[src/rtl/ripple_cap_pkg.sv]
// Shared constants and the wrap-aware delta helper for the ripple counter capture block.
package ripple_cap_pkg;

    localparam int DEF_IN_W        = 4;
    localparam int DEF_ACC_W       = 16;
    localparam int DEF_SYNC_STAGES = 2;

    // Upstream counter held in reset presents all-ones, so the capture side starts there too.
    localparam logic [31:0] SYNC_RST_ALL = '1;

    function automatic logic [31:0] cnt_delta(input logic [31:0] prev,
                                              input logic [31:0] cur,
                                              input int          w,
                                              input bit          down);
        logic [31:0] diff;
        logic [31:0] mask;
        diff = down ? (prev - cur) : (cur - prev);
        mask = (w >= 32) ? 32'hFFFF_FFFF : ((32'd1 << w) - 32'd1);
        return diff & mask;
    endfunction

endpackage

[src/rtl/cdc_sync.sv]
// Multi-bit flop-chain synchronizer with a configurable reset value per bit.
module cdc_sync
    import ripple_cap_pkg::*;
#(
    parameter int             W       = DEF_IN_W,
    parameter int             STAGES  = DEF_SYNC_STAGES,
    parameter logic [W-1:0]   RST_VAL = SYNC_RST_ALL[W-1:0]
) (
    input  logic         clk,
    input  logic         rstn,
    input  logic [W-1:0] d,
    output logic [W-1:0] q
);

    logic [W-1:0] chain [STAGES];

    always_ff @(posedge clk or negedge rstn) begin
        if (!rstn) begin
            for (int i = 0; i < STAGES; i++) chain[i] <= RST_VAL;
        end else begin
            chain[0] <= d;
            for (int i = 1; i < STAGES; i++) chain[i] <= chain[i-1];
        end
    end

    assign q = chain[STAGES-1];

endmodule

[src/rtl/ripple_count_capture.sv]
// Samples an asynchronous ripple counter, accumulates its advance into a wide total and
// serves snapshots over valid/ready. Optional glitch filter: define RIPPLE_CAP_FILTER_EN.
module ripple_count_capture
    import ripple_cap_pkg::*;
#(
    parameter int IN_W        = DEF_IN_W,
    parameter int ACC_W       = DEF_ACC_W,
    parameter int SYNC_STAGES = DEF_SYNC_STAGES,
    parameter int CNT_DOWN    = 1
) (
    input  logic             clk,
    input  logic             rstn,
    input  logic [IN_W-1:0]  cnt_in,
    input  logic             clr,
    input  logic             snap_req,
    output logic             snap_valid,
    input  logic             snap_ready,
    output logic [ACC_W-1:0] snap_data,
    output logic             acc_ovf
);

    logic [IN_W-1:0]  sync_p0;
    logic [IN_W-1:0]  prev_stable;
    logic [IN_W-1:0]  delta_raw;
    logic [IN_W-1:0]  delta;
    logic             accept;
    logic [ACC_W-1:0] acc_q;
    logic [ACC_W:0]   sum;
    logic             load;

    cdc_sync #(
        .W       (IN_W),
        .STAGES  (SYNC_STAGES),
        .RST_VAL (SYNC_RST_ALL[IN_W-1:0])
    ) u_sync (
        .clk  (clk),
        .rstn (rstn),
        .d    (cnt_in),
        .q    (sync_p0)
    );

    // ---- stage p1: stability filter (value must repeat on consecutive cycles)
`ifdef RIPPLE_CAP_FILTER_EN
    logic [IN_W-1:0] sync_p1;

    always_ff @(posedge clk or negedge rstn) begin
        if (!rstn) sync_p1 <= SYNC_RST_ALL[IN_W-1:0];
        else       sync_p1 <= sync_p0;
    end

    assign accept = (sync_p0 == sync_p1);
`else
    assign accept = 1'b1;
`endif

    assign delta_raw = IN_W'(cnt_delta(32'(prev_stable), 32'(sync_p0), IN_W, CNT_DOWN != 0));
    assign delta     = accept ? delta_raw : '0;
    assign sum       = {1'b0, acc_q} + (ACC_W+1)'(delta);

    // ---- stage p2: accumulate; clr restarts from the current delta so no events are lost
    always_ff @(posedge clk or negedge rstn) begin
        if (!rstn) begin
            prev_stable <= SYNC_RST_ALL[IN_W-1:0];
            acc_q       <= '0;
            acc_ovf     <= 1'b0;
        end else begin
            if (accept) prev_stable <= sync_p0;
            if (clr) begin
                acc_q   <= ACC_W'(delta);
                acc_ovf <= 1'b0;
            end else begin
                acc_q <= sum[ACC_W-1:0];
                if (sum[ACC_W]) acc_ovf <= 1'b1;
            end
        end
    end

    // ---- snapshot register: captures acc_q before this edge's update
    assign load = snap_req && (!snap_valid || snap_ready);

    always_ff @(posedge clk or negedge rstn) begin
        if (!rstn) begin
            snap_valid <= 1'b0;
            snap_data  <= '0;
        end else if (load) begin
            snap_valid <= 1'b1;
            snap_data  <= acc_q;
        end else if (snap_valid && snap_ready) begin
            snap_valid <= 1'b0;
        end
    end

endmodule

[config.mk]
export PLATFORM = sky130hd
export DESIGN_NAME = ripple_count_capture
export DESIGN_NICKNAME = d
export VERILOG_FILES = /design/src/rtl/ripple_cap_pkg.sv /design/src/rtl/cdc_sync.sv /design/src/rtl/ripple_count_capture.sv
export SDC_FILE = /design/constraint.sdc
export NUM_CORES = 1
export LEC_CHECK = 0
export CAP_MARGIN = 20
export CORE_ASPECT_RATIO = 0.5
export CORE_MARGIN = 2
export CORE_UTILIZATION = 40
export CTS_CLUSTER_DIAMETER = 200
export CTS_CLUSTER_SIZE = 28
export DETAILED_ROUTE_END_ITERATION = 7
export PLACE_DENSITY = 0.66
export SETUP_SLACK_MARGIN = 0.2
export SYNTH_ARGS = -nofsm -noshare
export SYNTH_HDL_FRONTEND = slang
export SYNTH_SLANG_ARGS = --single-unit
[constraint.sdc]
create_clock -name clk -period 3.4 [get_ports clk]
set_clock_uncertainty 0.05 [all_clocks]
set_input_delay 0.34 -clock clk [delete_from_list [all_inputs] [get_ports clk]]
set_output_delay 0.34 -clock clk [all_outputs]
set_load 0.01 [all_outputs]
==> results of run 1 <==
-- through the flow --
step | util, % | hold WS, ps | power [mW] | std cells
after global routing | 50.6 | 316 | 1.54 | 269
final | 50.6 | 308 | 1.45 | 269
after CTS | 50.0 | 186 | 1.46 | 267
after floorplan | - | -5.59 | 0.932 | 168
after global placement | 47.8 | 296 | 1.04 | 259
after detailed placement | 47.8 | 298 | 1.06 | 259
-- layout by cell type (no fill, tap or decap), types with 3 or more instances in the layout --
cell type / instances
or4_1: 3
ha_1: 7
mux2_2: 14
nand2_1: 8
o21ai_0: 8
a211oi_1: 3
clkdlybuf4s50_1: 25
nand2b_1: 5
nand3_1: 3
o31ai_1: 3
dfrtp_1: 34
dfstp_2: 12
or3_1: 3
inv_1: 13
nor2_1: 8
clkbuf_8: 5
a21oi_1: 9
xor2_1: 3
xnor2_1: 4
-- kinds of logic after synthesis --
| kind of cell | synth area share [%] |
|---|---|
| compound gates | 11.0 |
| xor+xnor | 2.94 |
| fa+ha+maj | 6.12 |
| buf+inv | 4.68 |
| flops | 55.9 |
| mux | 8.58 |
| simple gates | 10.7 |
-- worst max-delay path, delay by kind of cell (launching register included) --
kind	cells	cell delay, ps
compound gates	1	320
fa+ha+maj	3	1100
buf+inv	2	130
flops	1	540
mux	1	340
simple gates	2	410
-- state kept, by name, summed over array words and instances, names as in the netlist --
signal,count
snap_data,16
u_sync.chain,4
u_sync.q,4
snap_valid,1
acc_q,16
acc_ovf,1
prev_stable,4
-- where the power goes --
part | internal, mW | switching [mW]
Combinational | 0.183 | 0.208
Sequential | 0.617 | 0.0392
Clock | 0.216 | 0.184
Total | 1.02 | 0.431
-- synth_stat cells --
cell type / number / share of area (%)
and2_1: 1 / 0.30
dfrtp_1: 34 / 41
a21o_1: 2 / 0.72
o21a_1: 1 / 0.36
buf_4: 1 / 0.36
and4_4: 1 / 0.54
nand2_1: 8 / 1.4
mux2_1: 1 / 0.54
o31ai_1: 3 / 1.1
a21oi_2: 1 / 0.42
and4_2: 1 / 0.48
ha_1: 7 / 4.2
nand3_2: 2 / 0.96
or4_1: 3 / 1.1
nand2b_1: 5 / 1.5
nor2b_1: 2 / 0.60
mux2_2: 14 / 7.6
a211oi_2: 1 / 0.60
and4_1: 1 / 0.42
xnor2_1: 4 / 1.7
o21ai_0: 8 / 1.9
dfstp_2: 12 / 15
buf_6: 2 / 1.1
nand3_1: 3 / 0.72
or3_1: 3 / 0.90
a211oi_1: 3 / 1.1
a31o_2: 2 / 0.84
xor2_1: 3 / 1.3
nor2_1: 8 / 1.4
nand4_1: 1 / 0.30
mux2i_1: 1 / 0.48
a2111oi_2: 2 / 1.4
clkbuf_8: 1 / 0.66
fa_1: 2 / 1.9
a211o_1: 1 / 0.42
buf_2: 1 / 0.24
a21oi_1: 9 / 2.2
inv_1: 13 / 2.3
-- layout make-up --
cell class	instances	area (um2)	area share [%]
multi-input cells	104	821	32.6
inverters	13	48.8	1.94
well taps	70	87.6	3.48
repair buffers	28	285	11.3
flip-flops and latches	46	1170	46.3
clock buffers	5	68.8	2.73
clock inverters	3	40.0	1.59
-- metal layers --
metal | track usage (%) | up-vias | part of all wire, %
li1 | - | 652 | -
met2 | 23.5 | 19 | 49
met4 | 6.58 | 0 | 1.8
met1 | 16.3 | 673 | 45
met3 | 4.22 | 8 | 3.8
met5 | 0 | - | 0
-- final timing paths --
path | start | to | slack, ps | depth (start not counted)
worst max-delay path | u_sync.q[0] | acc_q[12] | 400 | 9
worst min-delay path | u_sync.chain[6] | u_sync.q[2] | 310 | 0
worst max register to register | u_sync.q[0] | acc_q[12] | 400 | 9
worst min register to register | u_sync.chain[6] | u_sync.q[2] | 310 | 0
max in group asynchronous | rstn | prev_stable[0] | 2480 | 3
min in group asynchronous | rstn | u_sync.chain[4] | 530 | 2
-- repair_timing --
action | 4_1_cts | 5_1_grt
setup buffers | 0 | 0
hold endpoints to repair | 0 | 4
hold buffers | 0 | 1
==> flow_summary.ini, run 1 <==
[sta]
max_freq_ghz = 0.333
fin_setup_tns_ps = 0
maxSlewHeadroom_pct = 48.5
period_share_pct = 88.2
hold_violations = 0
period_needed_ps = 3000
setup_viol = 0
rsz0062_at_grt = false
worst_slack_ps = 401
worstMarginPinSlew_ps = 770
maxSlewViolCount = 0

[clock_network]
insertion_delay_ps = 300
clock_path_buffers = 2
cts_tree = yes
htree_levels = 2
root_buffer = clkbuf_8
cts_resized = 0
clk_pin_slew_worst_paths_ps = 90
numCtsBuffers = 5
cts.sinks = 46

[final_layout]
antenna_cells = 0
finalInstanceArea_um2 = 2520
syn2layout_area_growth_pct = 20.8
fillCellCount = 439
nets = 216
drive_gt1_share_pct = 23.1

[routing]
avgViaCountPerCell = 5.03
drtIter0Drc = 38
wirelength_um = 3480
wire_per_inst_um = 12.9
drc = 0
num_vias = 1352
postRouteAntennaNets = 0
drtPass1Iterations = 4

[global_routing]
grt_max_degree = 47
track_usage_pct = 13.7
antenna_found_initial = 0
grt_pass1_vias = 1275
grt_pass1_wl_um = 5850
overflow = 0

[critical_path]
critical_path_class = reg -> reg
start_kind = flop
required_ps = 3540
endpoint_kind = flop
crit_chain = ha_1, inv_1, fa_1, inv_1, fa_1, nand2b_1, a211oi_2, nand3_1, mux2_1
slowest_delay_ps = 540
crit_slowest_cell = dfstp_2
crit_arrival_ps = 3140
cp_max_fo = 5

[power_and_ir_drop]
ir_drop_mv = 0.216
power.leakage_nw = 1.07
power.density_nw_per_um2 = 575

[die]
die_w_um = 106
core_um2 = 4980
fp-row-count = 18
die_h_um = 55.0
io_pins = 27
initial_core_util_pct = 41.9
die_area_um2 = 5840

[synthesis]
syn_area_um2 = 2080
yosysUniqueCellTypes = 38
synth-seq-area-share_pct = 55.9
yosysWarningCount = 0
avgSynthCellArea_um2 = 12.4
synth.ff_latch_count = 46
syn_inst = 168
synth_nets = 186

[placed_design]
dpl_cell_area_um2 = 2380
gp_congestion = 0.766
post-place-ws_ps = 422
dp_hpwl_um = 2430
port_buffers = 26

[hold_path]
hold_class = reg -> reg

[outcome]
status = finished clean

[flow_run]
maxCapViolations = 0
(Power assumes the default switching activity.)
==> run 2: changes to the inputs <==
--- a/config.mk
+++ b/config.mk
@@ -8,11 +8,11 @@
 export CAP_MARGIN = 20
 export CORE_ASPECT_RATIO = 0.5
 export CORE_MARGIN = 2
-export CORE_UTILIZATION = 40
+export CORE_UTILIZATION = 54
 export CTS_CLUSTER_DIAMETER = 200
 export CTS_CLUSTER_SIZE = 28
 export DETAILED_ROUTE_END_ITERATION = 7
-export PLACE_DENSITY = 0.66
+export PLACE_DENSITY = 0.83
 export SETUP_SLACK_MARGIN = 0.2
 export SYNTH_ARGS = -nofsm -noshare
 export SYNTH_HDL_FRONTEND = slang
==> run 2 against run 1 <==
  * Hold slack barely moved
  * Highest routed layer unchanged
  * Via count decreased by 0.89%
  * Total power fell by 2.8%
  * Non-clock buffer count unchanged
  * Final area is 1.3% lower
  * Final cell count fell by 7.1%
==> flow_summary.ini, run 2 (synthesis results as in run 1) <==
[outcome]
status = finished clean

[routing]
wirelength_um = 3580
wl_met3_um = 113
num_vias = 1340
wire_per_inst_um = 14.3
wl_met1_um = 1570
postRouteAntennaNets = 0
top_layer = met4
drc = 0
drtIter0Drc = 57
avgViaCountPerCell = 5.36
drtPass1Iterations = 4
route.met2.wl_um = 1860

[clock_network]
htree_levels = 2
root_buffer = clkbuf_8
cts.sinks = 46
clk_pin_slew_worst_paths_ps = 80
clock_path_buffers = 2
numCtsBuffers = 5
insertion_delay_ps = 300
cts_tree = yes
cts_setup_buffers = 0

[sta]
worstMarginPinSlew_ps = 833
setup_viol = 0
rsz0062_at_grt = false
maxSlewViolCount = 0
max_freq_ghz = 0.332
worst_slack_ps = 389
fin_setup_tns_ps = 0
period_needed_ps = 3010
maxSlewHeadroom_pct = 44.3
hold_violations = 0
period_share_pct = 88.6

[hold_path]
hold_class = reg -> reg
min_from = u_sync.chain[5]
hold_end = u_sync.q[1]
hold_depth = 0

[final_layout]
seqCellArea_um2 = 1170
antenna_cells = 0
drive_gt1_share_pct = 22.6
nets = 216
fin_util_pct = 69.6
reg_top3 = acc_q x16, snap_data x16
finalNonFillerCells = 250
mostFrequentLayoutCells = dfrtp_1, clkdlybuf4s50_1, mux2_2
syn2layout_area_growth_pct = 19.1
fillCellCount = 275
final_common_cell = dfrtp_1
multi_input_area_um2 = 828

[critical_path]
crit_buf_inv = 2
crit_slowest_cell = dfstp_2
path_delay_family = adder cells
ff2ff_setup_slack_ps = 390
required_ps = 3530
critical_path_class = reg -> reg
crit_arrival_ps = 3140
cp_max_fo = 5
r2r_start = u_sync.q[0]
start_kind = flop
path_depth = 9
endpoint_kind = flop
timing.rr.end = acc_q[12]
slowest_delay_ps = 540
reg2reg_depth = 9
crit_chain = ha_1, inv_1, fa_1, inv_1, fa_1, nand2b_1, a211oi_4, nand3_1, mux2_1

[placed_design]
placed_cells = 240
port_buffers = 26
dp_hpwl_um = 2420
post-place-ws_ps = 393
gp_congestion = 0.752

[global_routing]
grt_pass1_vias = 1369
grt_pass1_wl_um = 6200
track_usage_pct = 19.2
antenna_found_initial = 0
overflow = 0
grt_max_degree = 47

[die]
die_w_um = 91.9
die_h_um = 47.9
initial_core_util_pct = 58.5
fp-row-count = 15
core_um2 = 3570
io_pins = 27
die_area_um2 = 4400

[flow_run]
maxCapViolations = 0

[power_and_ir_drop]
power.density_nw_per_um2 = 566
ir_drop_mv = 0.351
power.leakage_nw = 1.06
## run 2: worst max path at each step
stage | startpoint | endpoint | slack, ps
floorplan | u_sync.q[0] | acc_q[12] | 620
global placement | u_sync.q[0] | acc_q[12] | 510
detailed placement | u_sync.q[0] | acc_q[12] | 390
CTS | u_sync.q[0] | acc_q[12] | 360
global route | u_sync.q[1] | acc_q[12] | 190
finish | u_sync.q[0] | acc_q[12] | 390
## run 2: where the power goes
part	total, mW	internal (mW)	switching (mW)
sequential	0.659	0.617	0.0415
combinational	0.408	0.183	0.225
clock	0.340	0.164	0.176
total	1.41	0.965	0.442
## run 2: timing repair
item,CTS,global route
hold endpoints to repair,0,17
hold buffers,0,1
setup endpoints to repair,0,1
resized for setup,0,1
## run 2: cell type report
type	instances	area share, %
multi-input combinational	104	33.4
sequential	46	47.0
clock inverter	1	0.202
tap	51	2.57
inverter	13	1.96
clock buffer	7	3.48
timing repair buffer	28	11.5
## run 2: worst register-to-register path: stages, from the launching register on
cell and delay [ps]:
dfstp_2 540, ha_1 160, inv_1 50, fa_1 510, inv_1 80, fa_1 420, nand2b_1 300, a211oi_4 320
nand3_1 130, mux2_1 330
## run 2: metrics by stage
step,power [mW],cell area [um2],hold slack [ps]
3_3_place_gp,1.04,2350,297
6_report,1.41,2480,308
4_1_cts,1.40,2450,186
3_5_place_dp,1.06,2350,297
2_1_floorplan,0.932,2080,-5.59
5_1_grt,1.49,2480,311
## run 2: per-layer routing
layer	GRT usage, %	vias to the layer above
met5	0	-
met1	22.7	673
li1	-	644
met2	35.7	15
met3	5.20	8
met4	7.16	0
==> run 3: changes to the inputs <==
--- a/config.mk
+++ b/config.mk
@@ -5,14 +5,15 @@
 export SDC_FILE = /design/constraint.sdc
 export NUM_CORES = 1
 export LEC_CHECK = 0
-export CAP_MARGIN = 20
+export CELL_PAD_IN_SITES_DETAIL_PLACEMENT = 1
+export CELL_PAD_IN_SITES_GLOBAL_PLACEMENT = 1
 export CORE_ASPECT_RATIO = 0.5
 export CORE_MARGIN = 2
-export CORE_UTILIZATION = 54
+export CORE_UTILIZATION = 44
 export CTS_CLUSTER_DIAMETER = 200
 export CTS_CLUSTER_SIZE = 28
 export DETAILED_ROUTE_END_ITERATION = 7
-export PLACE_DENSITY = 0.83
+export PLACE_DENSITY = 0.84
 export SETUP_SLACK_MARGIN = 0.2
 export SYNTH_ARGS = -nofsm -noshare
 export SYNTH_HDL_FRONTEND = slang
==> run 3 against run 2 <==
  * Utilization shrank 14 points
  * Non-clock buffer count shrank 2
  * Maximum frequency grew 0.53%
  * Total power shrank 0.13%
  * Sequential share of layout area grew 0.38 points
  * Via count shrank 1.3%
  * Flip-flop and latch count is the same
  * Die area grew 21%
  * Clock-buffer cell count is the same
==> flow_summary.ini, run 3 (synthesis results as in run 1) <==
[routing]
avgViaCountPerCell = 5.20
drtPass1Iterations = 3
wire_per_inst_um = 14.9
drtIter0Drc = 64
num_vias = 1322
wirelength_um = 3790
postRouteAntennaNets = 0
drc = 0

[power_and_ir_drop]
finalPower_mw = 1.40
power.density_nw_per_um2 = 570
power.leakage_nw = 1.05
ir_drop_mv = 0.272

[final_layout]
fin_util_pct = 55.2
syn2layout_area_growth_pct = 18.2
drive_gt1_share_pct = 22.8
antenna_cells = 0
fillCellCount = 487
nets = 214
reg_top3 = acc_q x16, snap_data x16
final_common_cell = dfrtp_1
mostFrequentLayoutCells = dfrtp_1, clkdlybuf4s50_1, mux2_2

[clock_network]
cts.sinks = 46
cts_tree = yes
cts_resized = 0
htree_levels = 2
clk_pin_slew_worst_paths_ps = 80
cts_setup_buffers = 0
insertion_delay_ps = 290
clock_path_buffers = 2
root_buffer = clkbuf_8
numCtsBuffers = 5
cts-hold-fix-buffers = 0

[hold_path]
hold_class = in -> async

[sta]
maxSlewViolCount = 0
whs_ps = 158
fin_setup_tns_ps = 0
worstMarginPinSlew_ps = 974
setup_viol = 0
rsz0062_at_grt = false
period_needed_ps = 2990
hold_violations = 0
maxSlewHeadroom_pct = 35.1
max_freq_ghz = 0.334
period_share_pct = 88.1

[placed_design]
port_buffers = 26
dp_hpwl_um = 2720
gp_congestion = 0.760

[global_routing]
grt_pass1_vias = 1399
track_usage_pct = 16.7
overflow = 0
grt_use_met3_pct = 4.93
use_met2_pct = 28.6
antenna_found_initial = 0
grtUsageMet1_pct = 20.6
grt_max_degree = 47
grt_busiest_layer = met2
grt_pass1_wl_um = 6670

[critical_path]
required_ps = 3530
path_delay_family = adder cells
crit_slowest_cell = dfstp_2
slowest_delay_ps = 540
crit_chain = ha_1, inv_1, fa_1, inv_1, fa_1, nand2b_1, a211oi_4, nand3_1, mux2_1
crit_buf_inv = 2
crit_arrival_ps = 3120
start_kind = flop
critical_path_class = reg -> reg
cp_max_fo = 5
endpoint_kind = flop

[die]
die_w_um = 101
core_um2 = 4470
io_pins = 27
initial_core_util_pct = 46.7
fp-row-count = 17
die_h_um = 52.7
die_area_um2 = 5340

[flow_run]
maxCapViolations = 0

[outcome]
status = finished clean
==> run 3: cell count changes in the layout (fill, tap and decap cells not counted), sizes merged <==
cell | previous run | this run
buf | 2 | 1
dlygate4sd3 | 1 | 0
==> run 3: final cells by class <==
type	count	area [um2]	area share (%)
sequential	46	1170	47.3
clock buffer	7	86.3	3.50
timing repair buffer	26	255	10.4
multi-input combinational	104	831	33.7
tap	57	71.3	2.89
inverter	13	48.8	1.98
clock inverter	1	5.00	0.203
==> run 3: metal layers <==
metal	vias up	part of all wire [%]
met4	0	0.90
met5	-	0
met3	4	3.6
li1	643	-
met2	17	49
met1	658	47
==> run 3: power by group <==
| group | total (mW) | internal (mW) | switching (mW) |
|---|---|---|---|
| clock | 0.337 | 0.164 | 0.173 |
| sequential | 0.658 | 0.617 | 0.0408 |
| combinational | 0.409 | 0.182 | 0.227 |
| total | 1.40 | 0.964 | 0.441 |
==> run 3: worst paths after layout <==
| check | start | endpoint | slack (ps) | cells after the start |
|---|---|---|---|---|
| worst max-delay path | u_sync.q[0] | acc_q[12] | 410 | 9 |
| worst min-delay path | rstn | acc_q[8] | 160 | 1 |
| worst max register to register | u_sync.q[0] | acc_q[12] | 410 | 9 |
| worst min register to register | u_sync.chain[6] | u_sync.q[2] | 310 | 0 |
| max in group asynchronous | rstn | snap_data[13] | 2550 | 1 |
| min in group clk | u_sync.chain[6] | u_sync.q[2] | 310 | 0 |
==> run 3: stage by stage <==
step	setup WS [ps]	std cells	cell area, um2
2_1_floorplan	621	168	2080
3_3_place_gp	506	246	2360
3_5_place_dp	341	246	2360
4_1_cts	336	254	2450
5_1_grt	228	254	2460
6_report	405	254	2460
